$ cat src/rtl/seq_divider_16bit_pkg.sv
// rtl/seq_divider_16bit_pkg.sv - shared constants for the sequential divider
// Package div_pkg: FSM state encoding, default operand width, iteration
// counter width and the quotient value reported on a zero divisor.
package div_pkg;

  localparam int DIV_WIDTH = 16;
  localparam int CNT_W     = $clog2(DIV_WIDTH);

  localparam logic [1:0] S_IDLE = 2'd0;
  localparam logic [1:0] S_CALC = 2'd1;
  localparam logic [1:0] S_DONE = 2'd2;

  localparam logic [DIV_WIDTH-1:0] DIV_BY_ZERO_Q = '1;

endpackage

$ cat src/rtl/seq_divider_16bit_if.sv
// rtl/seq_divider_16bit_if.sv - request/result bundle for the sequential divider
// Signals: start, a, b (controller -> divider); busy, done, quotient,
// remainder, div_by_zero (divider -> controller).
// master: the controller side.  slave: the divider side.
interface seq_divider_16bit_if
  import div_pkg::*;
#(
  parameter int WIDTH = DIV_WIDTH
) ();

  logic             start;
  logic [WIDTH-1:0] a;
  logic [WIDTH-1:0] b;
  logic             busy;
  logic             done;
  logic [WIDTH-1:0] quotient;
  logic [WIDTH-1:0] remainder;
  logic             div_by_zero;

  modport master (
    output start, a, b,
    input  busy, done, quotient, remainder, div_by_zero
  );

  modport slave (
    input  start, a, b,
    output busy, done, quotient, remainder, div_by_zero
  );

endinterface

$ cat src/rtl/seq_divider_16bit_step.sv
// rtl/seq_divider_16bit_step.sv - one restoring-division step (combinational)
// Ports:
//   rem      in   current partial remainder
//   q_msb    in   next dividend bit to shift into the remainder
//   divisor  in   divisor magnitude
//   rem_next out  partial remainder after the trial subtract / restore
//   q_bit    out  quotient bit produced by this step
module div_step_unit #(
  parameter int WIDTH = 16
) (
  input  logic [WIDTH-1:0] rem,
  input  logic             q_msb,
  input  logic [WIDTH-1:0] divisor,
  output logic [WIDTH-1:0] rem_next,
  output logic             q_bit
);

  // rem < divisor can exceed 2^(WIDTH-1), so the shifted value needs WIDTH+1
  // bits and the trial subtract one more bit to expose the borrow.
  logic [WIDTH:0]   shifted;
  logic [WIDTH+1:0] trial;

  assign shifted  = {rem, q_msb};
  assign trial    = {1'b0, shifted} - {2'b00, divisor};
  assign q_bit    = ~trial[WIDTH+1];
  assign rem_next = q_bit ? trial[WIDTH-1:0] : shifted[WIDTH-1:0];

endmodule

$ cat src/rtl/seq_divider_16bit.sv
// rtl/seq_divider_16bit.sv - sequential restoring divider, quotient and remainder of a/b
// Ports:
//   clk    system clock, rising edge
//   rst_n  asynchronous active-low reset
//   bus    slave side of seq_divider_16bit_if (start/a/b in;
//          busy/done/quotient/remainder/div_by_zero out)
// Optional feature macro: SIGNED_DIV_EN (two's complement operands,
// truncating division). Undefined: unsigned only.
module seq_divider_16bit
  import div_pkg::*;
#(
  parameter int WIDTH = DIV_WIDTH
) (
  input  logic                      clk,
  input  logic                      rst_n,
  seq_divider_16bit_if.slave        bus
);

  localparam int CW = $clog2(WIDTH);

  logic [1:0]       state;
  logic [CW-1:0]    cnt;
  logic [WIDTH-1:0] rem;
  logic [WIDTH-1:0] qreg;     // dividend bits shift out of the top, quotient bits in at the bottom
  logic [WIDTH-1:0] divisor;
  logic [WIDTH-1:0] quotient_r;
  logic [WIDTH-1:0] remainder_r;
  logic             dbz_r;

  logic [WIDTH-1:0] rem_next;
  logic             q_bit;
  logic [WIDTH-1:0] q_next;
  logic [WIDTH-1:0] mag_a;
  logic [WIDTH-1:0] mag_b;
  logic [WIDTH-1:0] q_final;
  logic [WIDTH-1:0] r_final;
  logic             accept;

  div_step_unit #(.WIDTH(WIDTH)) u_step (
    .rem      (rem),
    .q_msb    (qreg[WIDTH-1]),
    .divisor  (divisor),
    .rem_next (rem_next),
    .q_bit    (q_bit)
  );

  assign q_next = {qreg[WIDTH-2:0], q_bit};
  assign accept = bus.start && (state != S_CALC);

`ifdef SIGNED_DIV_EN
  logic neg_q;
  logic neg_r;

  assign mag_a   = bus.a[WIDTH-1] ? -bus.a : bus.a;
  assign mag_b   = bus.b[WIDTH-1] ? -bus.b : bus.b;
  assign q_final = neg_q ? -q_next : q_next;
  assign r_final = neg_r ? -rem_next : rem_next;

  always_ff @(posedge clk or negedge rst_n) begin
    if (!rst_n) begin
      neg_q <= 1'b0;
      neg_r <= 1'b0;
    end else if (accept && bus.b != '0) begin
      neg_q <= bus.a[WIDTH-1] ^ bus.b[WIDTH-1];
      neg_r <= bus.a[WIDTH-1];
    end
  end
`else
  assign mag_a   = bus.a;
  assign mag_b   = bus.b;
  assign q_final = q_next;
  assign r_final = rem_next;
`endif

  always_ff @(posedge clk or negedge rst_n) begin
    if (!rst_n) begin
      state       <= S_IDLE;
      cnt         <= '0;
      rem         <= '0;
      qreg        <= '0;
      divisor     <= '0;
      quotient_r  <= '0;
      remainder_r <= '0;
      dbz_r       <= 1'b0;
    end else begin
      case (state)
        S_CALC: begin
          rem  <= rem_next;
          qreg <= q_next;
          cnt  <= cnt + CW'(1);
          if (cnt == CW'(WIDTH - 1)) begin
            state       <= S_DONE;
            quotient_r  <= q_final;
            remainder_r <= r_final;
          end
        end
        default: begin
          // IDLE and DONE both accept a new request
          if (accept) begin
            if (bus.b == '0) begin
              state       <= S_DONE;
              quotient_r  <= DIV_BY_ZERO_Q;
              remainder_r <= bus.a;
              dbz_r       <= 1'b1;
            end else begin
              state   <= S_CALC;
              rem     <= '0;
              qreg    <= mag_a;
              divisor <= mag_b;
              cnt     <= '0;
              dbz_r   <= 1'b0;
            end
          end else begin
            state <= S_IDLE;
          end
        end
      endcase
    end
  end

  assign bus.busy        = (state == S_CALC);
  assign bus.done        = (state == S_DONE);
  assign bus.quotient    = quotient_r;
  assign bus.remainder   = remainder_r;
  assign bus.div_by_zero = dbz_r;

endmodule

$ cat src/flat_wrapper.sv
// flat-port wrapper written by rule: the top's interface ports become plain ports
module seq_divider_16bit_flat import div_pkg::*;
#(
  parameter int WIDTH = DIV_WIDTH
)
  (clk, rst_n, bus_start, bus_a, bus_b, bus_busy, bus_done, bus_quotient, bus_remainder, bus_div_by_zero);
  seq_divider_16bit_if #(.WIDTH(WIDTH)) bus_i ();
  input  logic clk;
  input  logic rst_n;
  input wire logic [$bits(bus_i.start)-1:0] bus_start;
  input wire logic [$bits(bus_i.a)-1:0] bus_a;
  input wire logic [$bits(bus_i.b)-1:0] bus_b;
  output wire logic [$bits(bus_i.busy)-1:0] bus_busy;
  output wire logic [$bits(bus_i.done)-1:0] bus_done;
  output wire logic [$bits(bus_i.quotient)-1:0] bus_quotient;
  output wire logic [$bits(bus_i.remainder)-1:0] bus_remainder;
  output wire logic [$bits(bus_i.div_by_zero)-1:0] bus_div_by_zero;
  assign bus_i.start = bus_start;
  assign bus_i.a = bus_a;
  assign bus_i.b = bus_b;
  assign bus_busy = bus_i.busy;
  assign bus_done = bus_i.done;
  assign bus_quotient = bus_i.quotient;
  assign bus_remainder = bus_i.remainder;
  assign bus_div_by_zero = bus_i.div_by_zero;
  seq_divider_16bit #(.WIDTH(WIDTH)) u_core (.clk(clk), .rst_n(rst_n), .bus(bus_i));
endmodule
$ cat config.mk
export PLATFORM = sky130hd
export DESIGN_NAME = seq_divider_16bit_flat
export DESIGN_NICKNAME = d
export VERILOG_FILES = /design/src/rtl/seq_divider_16bit_pkg.sv /design/src/rtl/seq_divider_16bit_if.sv /design/src/rtl/seq_divider_16bit_step.sv /design/src/rtl/seq_divider_16bit.sv /design/src/flat_wrapper.sv
export SDC_FILE = /design/constraint.sdc
export NUM_CORES = 1
export LEC_CHECK = 0
export BUFFER_PORTS_ARGS = -buffer_cell sky130_fd_sc_hd__clkbuf_2
export CAP_MARGIN = 20
export CORE_MARGIN = 2
export CORE_UTILIZATION = 50
export DETAILED_ROUTE_END_ITERATION = 8
export PLACE_DENSITY_LB_ADDON = 0.15
export SYNTH_ARGS = -nofsm -noshare
export SYNTH_HDL_FRONTEND = slang
export SYNTH_SLANG_ARGS = --single-unit
$ cat constraint.sdc
create_clock -name clk -period 2.8 [get_ports clk]
set_clock_uncertainty 0.05 [all_clocks]
set_input_delay 0.14 -clock clk [delete_from_list [all_inputs] [get_ports clk]]
set_output_delay 0.14 -clock clk [all_outputs]
set_load 0.005 [all_outputs]
==> metrics.csv <==
stage;metric;value;unit
outcome;status;completed;
die;# rows;34;
layout;Multi-input gate area;2140;um2
logic_synthesis;Yosys top cell area share;48.1;%
die;die height;99.1;um
place;port bufs;69;
logic_synthesis;Yosys warnings;0;
worst_setup_path;FF-to-FF setup slack;0.09;ns
die;die width;99.1;um
logic_synthesis;top post-synthesis cells by area;dfrtp_1 48%, nand2_1 6.1%, o21ai_0 4.9%;
route;routed wire length;12200;um
sta;Hold Fails Final Rpt;0;
worst_setup_path;WP data arrival;2.91;ns
route;drt wl/cell;17.2;um
clocking;worst skew pair latency;0.37;ns
layout;Fill cells;777;
logic_synthesis;Cell variety after synth;53;
die;Initial Utilization;51.6;%
layout;Nets;649;
logic_synthesis;number of synthesized flops with an enable pin;0;
logic_synthesis;synthesized netlist cell count;494;
worst_setup_path;critical path launch point;u_core.qreg[15];
logic_synthesis;ys async rst share;100;%
worst_setup_path;Critical Path RT;3.00;ns
logic_synthesis;most numerous cell in the Yosys netlist;dfrtp_1;
logic_synthesis;cell taking the most area after synthesis;dfrtp_1;
global_route;total gr overflow;0;
worst_setup_path;Crit Path Category;flop to flop;
place;DP HPWL;8880;um
flow_run;max-cap violations;0;
global_route;first-pass GRT wire length;20100;um
worst_setup_path;crit end category;flop;
layout;area grow syn2layout;22.1;%
clocking;CTS Sinks;87;
worst_setup_path;worst r2r dst;u_core.bus.remainder[14];
sta;Max-slew headroom;40.8;%
route;Routed Antenna Nets;0;
sta;RSZ-0062 raised after global routing;yes;
worst_setup_path;worst r2r src;u_core.qreg[15];
logic_synthesis;net count after synthesis;547;
pwr;Pwr Total;7.55;mW
die;I/O pin total;70;
worst_setup_path;R2R depth;11;
global_route;initial antenna violation count;0;
clocking;Clock Path Buffers;2;
place;routability cong.;0.911;
logic_synthesis;Primary FF master, synth;dfrtp_1;
global_route;vias in the first global route;3955;
sta;Slew Limit Fails;0;
layout;share of layout cells above drive strength 1;20.1;%
route;DR vias/cell;5.59;
min_path;Worst Hold Class;input pin to flop;
pwr;Pleak;2.58;nW
route;detailed-route DRC error count;0;
sta;Final WS setup;0.0910;ns
logic_synthesis;synth cell count leaders;87 x dfrtp_1, 73 x nand2_1, 44 x o21ai_0;
route;DR iter-0 viols;194;
pwr;peak supply drop;0.693;mV
worst_setup_path;worst-path fanout max;3;
place;dpl ws;0.0980;ns
sta;worst-margin pin slew;0.884;ns
route;Pre-antenna DRT Iters;5;
logic_synthesis;number of synthesized register bits;87;
worst_setup_path;Startpoint Class;flop;
logic_synthesis;synthesized cell area;4520;um2
clocking;H-tree depth;3;
die;core area;8760;um2
sta;Final min period;2.71;ns
pwr;pwr dens;1370;nW/um2
clocking;Num CTS Buffers;9;
place;placed cell count;659;
die;DIE AREA;9830;um2
route;Vias;3965;
clocking;clk slew on worst S/H paths;0.10;ns
layout;Cell Count, Final, Fillers Out;709;
sta;period utilization;96.8;%
sta;Setup violations, final;0;
global_route;largest net degree at the start of global routing;48;
layout;Register Area;2180;um2
min_path;Worst Hold Path Cells;3;
worst_setup_path;CP endpoint;u_core.bus.remainder[14];
sta;Worst Hold Slack;0.0393;ns
layout;Ant. Diodes;0;
global_route;total track usage;26.0;%
sta;Max Clock Freq;369;MHz
logic_synthesis;sequential area share after synthesis;48.1;%
clocking;Clock Root Buffer;clkbuf_8;
clocking;TritonCTS clock tree;built;
logic_synthesis;mean post-synth cell area;9.16;um2
==> area by class of cell <==
type | count | share of cell area [%]
clock buffer | 9 | 2.24
timing repair buffer | 116 | 14.1
clock inverter | 7 | 1.52
multi-input combinational | 360 | 38.8
sequential | 87 | 39.4
inverter | 22 | 1.49
tap | 108 | 2.45
==> routing by layer <==
metal  share of wire [%]  vias to the layer above  global-route usage [%]
met2                  47                      123                    41.8
met4                 2.3                        0                    9.59
met3                 4.6                       20                    3.09
li1                    -                     1941                       -
met5                   0                        -                       0
met1                  46                     1881                    36.7
==> what timing repair did <==
item / 4_1_cts / 5_1_grt
setup endpoints to repair: 0 / 6
endpoints found under the hold margin: 78 / 0
setup buffers: 0 / 3
resized for setup: 0 / 4
hold buffers: 31 / 0
==> registers in the layout (all words and copies together) (netlist names) <==
name,cells
u_core.state,2
u_core.divisor,16
u_core.cnt,4
u_core.bus.quotient,16
u_core.qreg,16
u_core.bus.remainder,16
u_core.rem,16
u_core.bus.div_by_zero,1
==> layout by cell type, fill, tap and decap left out, drive strengths merged, types with 2 or more instances in the layout <==
cell	instances
a211oi	7
a21o	5
a21oi	35
a221o	2
a22oi	7
a31oi	19
and2	2
and3	6
buf	17
clkbuf	77
dfrtp	87
dlygate4sd3	31
ha	17
inv	27
mux2i	10
nand2	74
nand2b	2
nand3	21
nand4	3
nor2	45
nor2b	3
nor3	5
nor4	5
o211ai	7
o21a	4
o21ai	48
o22ai	5
o31ai	2
or2	2
xnor2	5
xor2	7
==> report_power, final <==
part	internal (mW)	total (mW)	switching (mW)
registers	1.88	2.26	0.379
clock network	0.432	0.940	0.508
logic	1.77	4.35	2.58
total	4.08	7.55	3.47
==> metrics by stage <==
step | utilization (%) | instance area, um2 | TNS, ns
6_report | 63.0 | 5520 | 0
4_1_cts | 62.7 | 5490 | 0
2_1_floorplan | - | 4520 | 0
3_3_place_gp | 56.8 | 4970 | 0
3_5_place_dp | 56.8 | 4970 | 0
5_1_grt | 63.0 | 5520 | -0.149
==> worst min-delay path by stage <==
| stage | slack [ns] | end | start |
|---|---|---|---|
| final | 0.04 | u_core.qreg[14] | bus_a[14] |
| after global routing | 0.03 | u_core.qreg[14] | bus_a[14] |
| after CTS | 0.02 | u_core.qreg[14] | bus_a[14] |
| after floorplan | -0.21 | u_core.bus.div_by_zero | rst_n |
| after detailed placement | 0.14 | u_core.divisor[9] | rst_n |
| after global placement | 0.14 | u_core.divisor[9] | rst_n |
==> worst max-delay path, cell delays in order, from the launching register on <==
cell and delay [ns]:
dfrtp_1 0.40, inv_1 0.06, ha_2 0.18, inv_2 0.04
fa_2 0.38, a211o_1 0.35, a211oi_2 0.28, o31ai_1 0.11
a221o_1 0.31, xor2_1 0.15, mux2i_1 0.20, a21oi_1 0.10
==> cell families after synthesis <==
| group | Yosys count | share of synthesized area [%] |
|---|---|---|
| AO/OA/AOI/OAI | 147 | 19.7 |
| XOR/XNOR | 12 | 2.32 |
| adder cells (fa/ha/maj) | 18 | 5.14 |
| buffers and inverters | 47 | 4.84 |
| flip-flops | 87 | 48.1 |
| multiplexers | 11 | 2.46 |
| AND/OR/NAND/NOR | 172 | 17.5 |
(Power assumes the default switching activity.)
